--- config.mk ---
export PLATFORM = sky130hd
export DESIGN_NAME = clk_div_multi_flat
export DESIGN_NICKNAME = d
export VERILOG_FILES = /design/src/rtl/clk_div_multi_if.sv /design/src/rtl/clk_div_multi.sv /design/src/flat_wrapper.sv
export SDC_FILE = /design/constraint.sdc
export NUM_CORES = 1
export LEC_CHECK = 0
export ABC_AREA = 1
export ABC_CLOCK_PERIOD_IN_PS = 4100
export CAP_MARGIN = 40
export CORE_MARGIN = 8
export CORE_UTILIZATION = 30
export DETAILED_ROUTE_END_ITERATION = 16
export HOLD_SLACK_MARGIN = 0.05
export SYNTH_ARGS = -nofsm -noshare
export SYNTH_HDL_FRONTEND = slang
export SYNTH_SLANG_ARGS = --single-unit
--- constraint.sdc ---
create_clock -name clk -period 4.1 [get_ports clk]
set_input_delay 1.23 -clock clk [delete_from_list [all_inputs] [get_ports clk]]
set_output_delay 1.23 -clock clk [all_outputs]
set_load 0.01 [all_outputs]
--- src/rtl/clk_div_multi_if.sv ---
// clk_div_multi_if: divisor write port with accept/reject response pulses
interface clk_div_multi_if #(
    parameter int CHANNELS = 4,
    parameter int WIDTH = 24,
    parameter int CH_W = (CHANNELS > 1) ? $clog2(CHANNELS) : 1
);
    logic             cfg_wr;
    logic [CH_W-1:0]  cfg_ch;
    logic [WIDTH-1:0] cfg_div;
    logic             cfg_ack;
    logic             cfg_err;

    modport master (output cfg_wr, cfg_ch, cfg_div, input cfg_ack, cfg_err);
    modport slave (input cfg_wr, cfg_ch, cfg_div, output cfg_ack, cfg_err);
endinterface

--- src/rtl/clk_div_multi.sv ---
// clk_div_multi: multi-channel runtime-programmable divider with ticks; CLK_DIV_PHASE_SYNC_EN adds sync_all phase realignment
module clk_div_multi #(
    parameter int CHANNELS = 4,
    parameter int WIDTH = 24,
    parameter int DEFAULT_DIV = 6000000,
    parameter int CH_W = (CHANNELS > 1) ? $clog2(CHANNELS) : 1
) (
    input  logic                clk,
    input  logic                rst,
`ifdef CLK_DIV_PHASE_SYNC_EN
    input  logic                sync_all,
`endif
    input  logic [CHANNELS-1:0] en,
    clk_div_multi_if.slave      bus,
    output logic [CHANNELS-1:0] clk_out,
    output logic [CHANNELS-1:0] tick
);
    logic accept;
    logic sync;

    assign accept = bus.cfg_wr && bus.cfg_div != '0 && 32'(bus.cfg_ch) < CHANNELS;
`ifdef CLK_DIV_PHASE_SYNC_EN
    assign sync = sync_all;
`else
    assign sync = 1'b0;
`endif

    // write response: one-cycle ack or err after each sampled strobe
    always_ff @(posedge clk)
        if (rst) begin
            bus.cfg_ack <= 1'b0;
            bus.cfg_err <= 1'b0;
        end else begin
            bus.cfg_ack <= accept;
            bus.cfg_err <= bus.cfg_wr && !accept;
        end

    for (genvar c = 0; c < CHANNELS; c++) begin : g_ch
        logic [WIDTH-1:0] cnt, div, pend;
        logic             pv, lvl, tk, wrap, hit;

        assign wrap = en[c] && cnt == div - WIDTH'(1);
        assign hit  = accept && 32'(bus.cfg_ch) == c;
        assign clk_out[c] = lvl;
        assign tick[c]    = tk;

        // half-period counter; divisor swaps only at a wrap so no half-period is cut short
        always_ff @(posedge clk)
            if (rst) begin
                cnt  <= '0;
                div  <= WIDTH'(DEFAULT_DIV);
                pend <= '0;
                pv   <= 1'b0;
                lvl  <= 1'b0;
                tk   <= 1'b0;
            end else begin
                if (sync) begin
                    cnt <= '0;
                    lvl <= 1'b0;
                    tk  <= 1'b0;
                    pv  <= 1'b0;
                    if (pv) div <= pend;
                end else begin
                    tk <= wrap;
                    if (wrap) begin
                        cnt <= '0;
                        lvl <= ~lvl;
                        pv  <= 1'b0;
                        if (pv) div <= pend;
                    end else if (en[c]) cnt <= cnt + WIDTH'(1);
                end
                if (hit) begin
                    pend <= bus.cfg_div;
                    pv   <= 1'b1;
                end
            end
    end
endmodule
--- src/flat_wrapper.sv ---
// flat-port wrapper written by rule: the top's interface ports become plain ports
module clk_div_multi_flat 
#(
    parameter int CHANNELS = 4,
    parameter int WIDTH = 24,
    parameter int DEFAULT_DIV = 6000000,
    parameter int CH_W = (CHANNELS > 1) ? $clog2(CHANNELS) : 1
)
  (clk, rst, en, clk_out, tick, bus_cfg_wr, bus_cfg_ch, bus_cfg_div, bus_cfg_ack, bus_cfg_err);
  clk_div_multi_if #(.CHANNELS(CHANNELS), .WIDTH(WIDTH), .CH_W(CH_W)) bus_i ();
  input  logic clk;
  input  logic rst;
  input  logic [CHANNELS-1:0] en;
  output logic [CHANNELS-1:0] clk_out;
  output logic [CHANNELS-1:0] tick;
  input wire logic [$bits(bus_i.cfg_wr)-1:0] bus_cfg_wr;
  input wire logic [$bits(bus_i.cfg_ch)-1:0] bus_cfg_ch;
  input wire logic [$bits(bus_i.cfg_div)-1:0] bus_cfg_div;
  output wire logic [$bits(bus_i.cfg_ack)-1:0] bus_cfg_ack;
  output wire logic [$bits(bus_i.cfg_err)-1:0] bus_cfg_err;
  assign bus_i.cfg_wr = bus_cfg_wr;
  assign bus_i.cfg_ch = bus_cfg_ch;
  assign bus_i.cfg_div = bus_cfg_div;
  assign bus_cfg_ack = bus_i.cfg_ack;
  assign bus_cfg_err = bus_i.cfg_err;
  clk_div_multi #(.CHANNELS(CHANNELS), .WIDTH(WIDTH), .DEFAULT_DIV(DEFAULT_DIV), .CH_W(CH_W)) u_core (.clk(clk), .rst(rst), .en(en), .bus(bus_i), .clk_out(clk_out), .tick(tick));
endmodule
==> impl_metrics.py <==
metrics = {
    "drt": {
        "initialDrtViolationCount": 887,
        "drc": 0,
        "detail-route-antenna-nets": 0,
        "wl_per_cell_um": 13.8,
        "wirelength_mm": 42.8,
        "via_per_inst": 4.73,
        "firstDrtPassIters": 5,
        "dr_total_vias": 14648,
    },
    "die": {
        "placementRows": 84,
        "die_x_um": 247,
        "dieArea_mm2": 0.0611,
        "core-area_mm2": 0.0527,
        "die_h_um": 247,
        "io_pins": 43,
        "initial_core_util": 0.304,
    },
    "critical_path": {
        "worstPathRequired_ns": 4.51,
        "path_cells": "clkdlybuf4s50_1 -> inv_2 -> a21oi_1 -> nand3_1 -> nor2_1 -> nand2_1 -> nor2_1 -> nand3_1 -> nor2_1 -> nand3_1 -> nor2_4 -> nand2_2 -> nand2_1 -> nand3_1",
        "timing.rr.start": "u_core.g_ch[3].div[0]",
        "r2r-end": "u_core.g_ch[3].div[8]",
        "startpoint_type": "primary input",
        "reg2regPathDepth": 13,
        "cp-startpoint": "en[3]",
        "cp_slowest_cell": "clkdlybuf4s50_1",
        "cp-end-kind": "flop",
        "max_stage_delay_ns": 0.59,
        "crit_top_cell": "nand3_1",
        "cp_max_fo": 20,
        "critPathKind": "primary input to flop",
        "cp.arrival_ns": 3.60,
        "regToRegSetupSlack_ns": 1.21,
        "critPathCapture": "u_core.g_ch[3].div[8]",
    },
    "global_routing": {
        "antenna_found_initial": 0,
        "track_usage": 0.139,
        "grt_pass1_wl_mm": 70.4,
        "grt_max_degree": 61,
        "grt_pass1_vias": 13950,
        "overflow": 0,
    },
    "place": {
        "place_inst": 3030,
        "dpl-instance-area_mm2": 0.0171,
        "gp_congestion": 0.892,
        "place_hpwl_mm": 31.6,
        "port_buffers": 42,
    },
    "timing": {
        "fin_crit_sh": 0.778,
        "slew_viol_final": 0,
        "rsz0062_at_grt": "false",
        "skew_ns": 0.0119,
        "setup_violations": 0,
        "hold_violations": 0,
        "min_period_ns": 3.19,
        "relSlewSlack": 0.408,
        "holdWs_ns": 0.446,
        "fmax_mhz": 313,
        "fin_setup_tns_ns": 0,
        "worst_slew_pin_slew_ns": 0.887,
    },
    "clock_tree": {
        "cts_max_path_buffers": 3,
        "clockRootBuffer": "clkbuf_16",
        "post_cts_buffers": 0,
        "clock-sinks": 302,
        "ctsResizeCount": 0,
        "clock_latency_ns": 0.54,
        "htreeDepth": 2,
        "clkTransAtPathRegs_ns": 0.05,
        "holdBufCountCts": 0,
        "cts_tree": "yes",
        "cts_buffers": 37,
    },
    "yosys": {
        "ys_seq_elements": 302,
        "synth_top_area_frac": 0.377,
        "syn_nets": 2398,
        "async_reset_ff_frac": 0,
        "synth_edf_count": 0,
        "syn-cell-area_mm2": 0.0160,
        "seq_area_frac_synth": 0.377,
        "yosys.area.top_type": "dfxtp_1",
        "yosysWarningCount": 0,
        "syn_inst": 2357,
        "synth_cell_types": 40,
        "ys.flop_type": "dfxtp_1",
        "synth.avg_cell_area_um2": 6.80,
        "yosys-top-cells-area": "dfxtp_1 (38%), nand2_1 (12%), nor2_1 (8.6%)",
    },
    "flow_run": {
        "max-cap-violations": 0,
    },
    "pwr": {
        "p_leak_nw": 7.23,
        "powerDensity_mw_per_mm2": 358,
        "ir_worst_vdd_uv": 305,
        "p_total_mw": 6.55,
    },
    "finish": {
        "diodes": 0,
        "final_cells": 3097,
        "layout-drive-gt1-share": 0.0619,
        "nets": 2422,
        "area_growth_pct": 14.2,
        "stdcell_area_mm2": 0.0183,
    },
    "status": {
        "outcome": "finished clean",
    },
    "min_path": {
        "hold_path.class": "flop to flop",
    },
}
flip-flops by register name (all words and copies together) (netlist names):
register	count
u_core.g_ch.pv	4
u_core.g_ch.lvl	4
u_core.g_ch.pend	96
u_core.g_ch.div	96
u_core.bus.cfg_err	1
u_core.g_ch.cnt	96
u_core.g_ch.tk	4
u_core.bus.cfg_ack	1
layout by cell type (no fill, tap or decap), types with 6 or more instances in the layout:
cell	instances
nand2_2	10
nor2_2	20
inv_2	6
nor2_4	8
nand4_1	32
clkdlybuf4s50_1	42
xnor2_1	61
a21oi_1	166
clkinv_2	8
o21ai_1	6
buf_4	35
clkbuf_1	11
nand3_1	256
xor2_1	116
o21ai_0	81
clkbuf_16	39
inv_1	212
nor2_1	366
nor3_1	27
nor4_1	19
ha_1	8
nand3b_1	20
dfxtp_1	302
nand2_1	516
worst min path at each step:
stage / from / to / slack, ns / depth (start not counted)
4_1_cts: u_core.g_ch[1].pend[20] / u_core.g_ch[1].pend[20] / 0.45 / 2
6_report: u_core.g_ch[1].pend[15] / u_core.g_ch[1].pend[15] / 0.45 / 2
3_3_place_gp: u_core.g_ch[3].pend[22] / u_core.g_ch[3].pend[22] / 0.44 / 2
3_5_place_dp: u_core.g_ch[1].pend[20] / u_core.g_ch[1].pend[20] / 0.44 / 2
2_1_floorplan: u_core.g_ch[1].pend[10] / u_core.g_ch[1].pend[10] / 0.42 / 2
5_1_grt: u_core.g_ch[1].pend[20] / u_core.g_ch[1].pend[20] / 0.46 / 2
through the flow:
step           worst slack [ns]   util
2_1_floorplan              1.42      -
3_3_place_gp              0.446  0.325
3_5_place_dp              0.386  0.325
6_report                  0.909  0.347
4_1_cts                   0.942  0.347
5_1_grt                   0.612  0.347
critical path, delay by kind of cell:
family | cells | cell delay (ns)
AOI/OAI and AO/OA | 1 | 0.13
and+or+nand+nor | 11 | 1.54
buffers and inverters | 2 | 0.70
power breakdown:
group | switching, mW | internal, mW | total [mW]
combinational | 0.199 | 0.0961 | 0.295
sequential | 0.0295 | 2.99 | 3.02
clock | 1.30 | 1.93 | 3.23
total | 1.53 | 5.01 | 6.55
layer usage:
layer / global-route usage / part of all wire
met4: 0.0374 / 0.021
met1: 0.185 / 0.48
met2: 0.226 / 0.45
met5: 0 / 0
met3: 0.0296 / 0.049
Yosys cell counts (9+ instances only):
| master | n |
|---|---|
| buf_1 | 9 |
| nor4_1 | 19 |
| nor3_1 | 27 |
| a21oi_1 | 166 |
| inv_1 | 213 |
| nor2_1 | 366 |
| clkbuf_1 | 50 |
| nand4_1 | 32 |
| nand2_1 | 516 |
| dfxtp_1 | 302 |
| nand2_2 | 10 |
| nand3b_1 | 20 |
| xor2_1 | 116 |
| xnor2_1 | 61 |
| nor2_2 | 20 |
| o21ai_0 | 81 |
| buf_4 | 20 |
| nand3_1 | 256 |
layout make-up:
type	instances	area [µm²]
clock buffer	53	1060
clock inverter	14	133
fill	5645	34400
inverter	220	828
multi-input combinational	1742	8670
sequential	302	6050
tap	688	861
timing repair buffer	78	703
logic make-up (layout without fill, tap and decap cells):
family	count (synthesis)	after routing	share of synthesized area
multiplexers	1	1	0.000625
XOR/XNOR	180	180	0.101
AND/OR/NAND/NOR	1288	1288	0.348
buffers and inverters	313	365	0.0818
AO/OA/AOI/OAI	265	265	0.0848
flip-flops	302	302	0.377
adder cells (fa/ha/maj)	8	8	0.00625
Note: power is estimated with default switching activity, not from simulation.
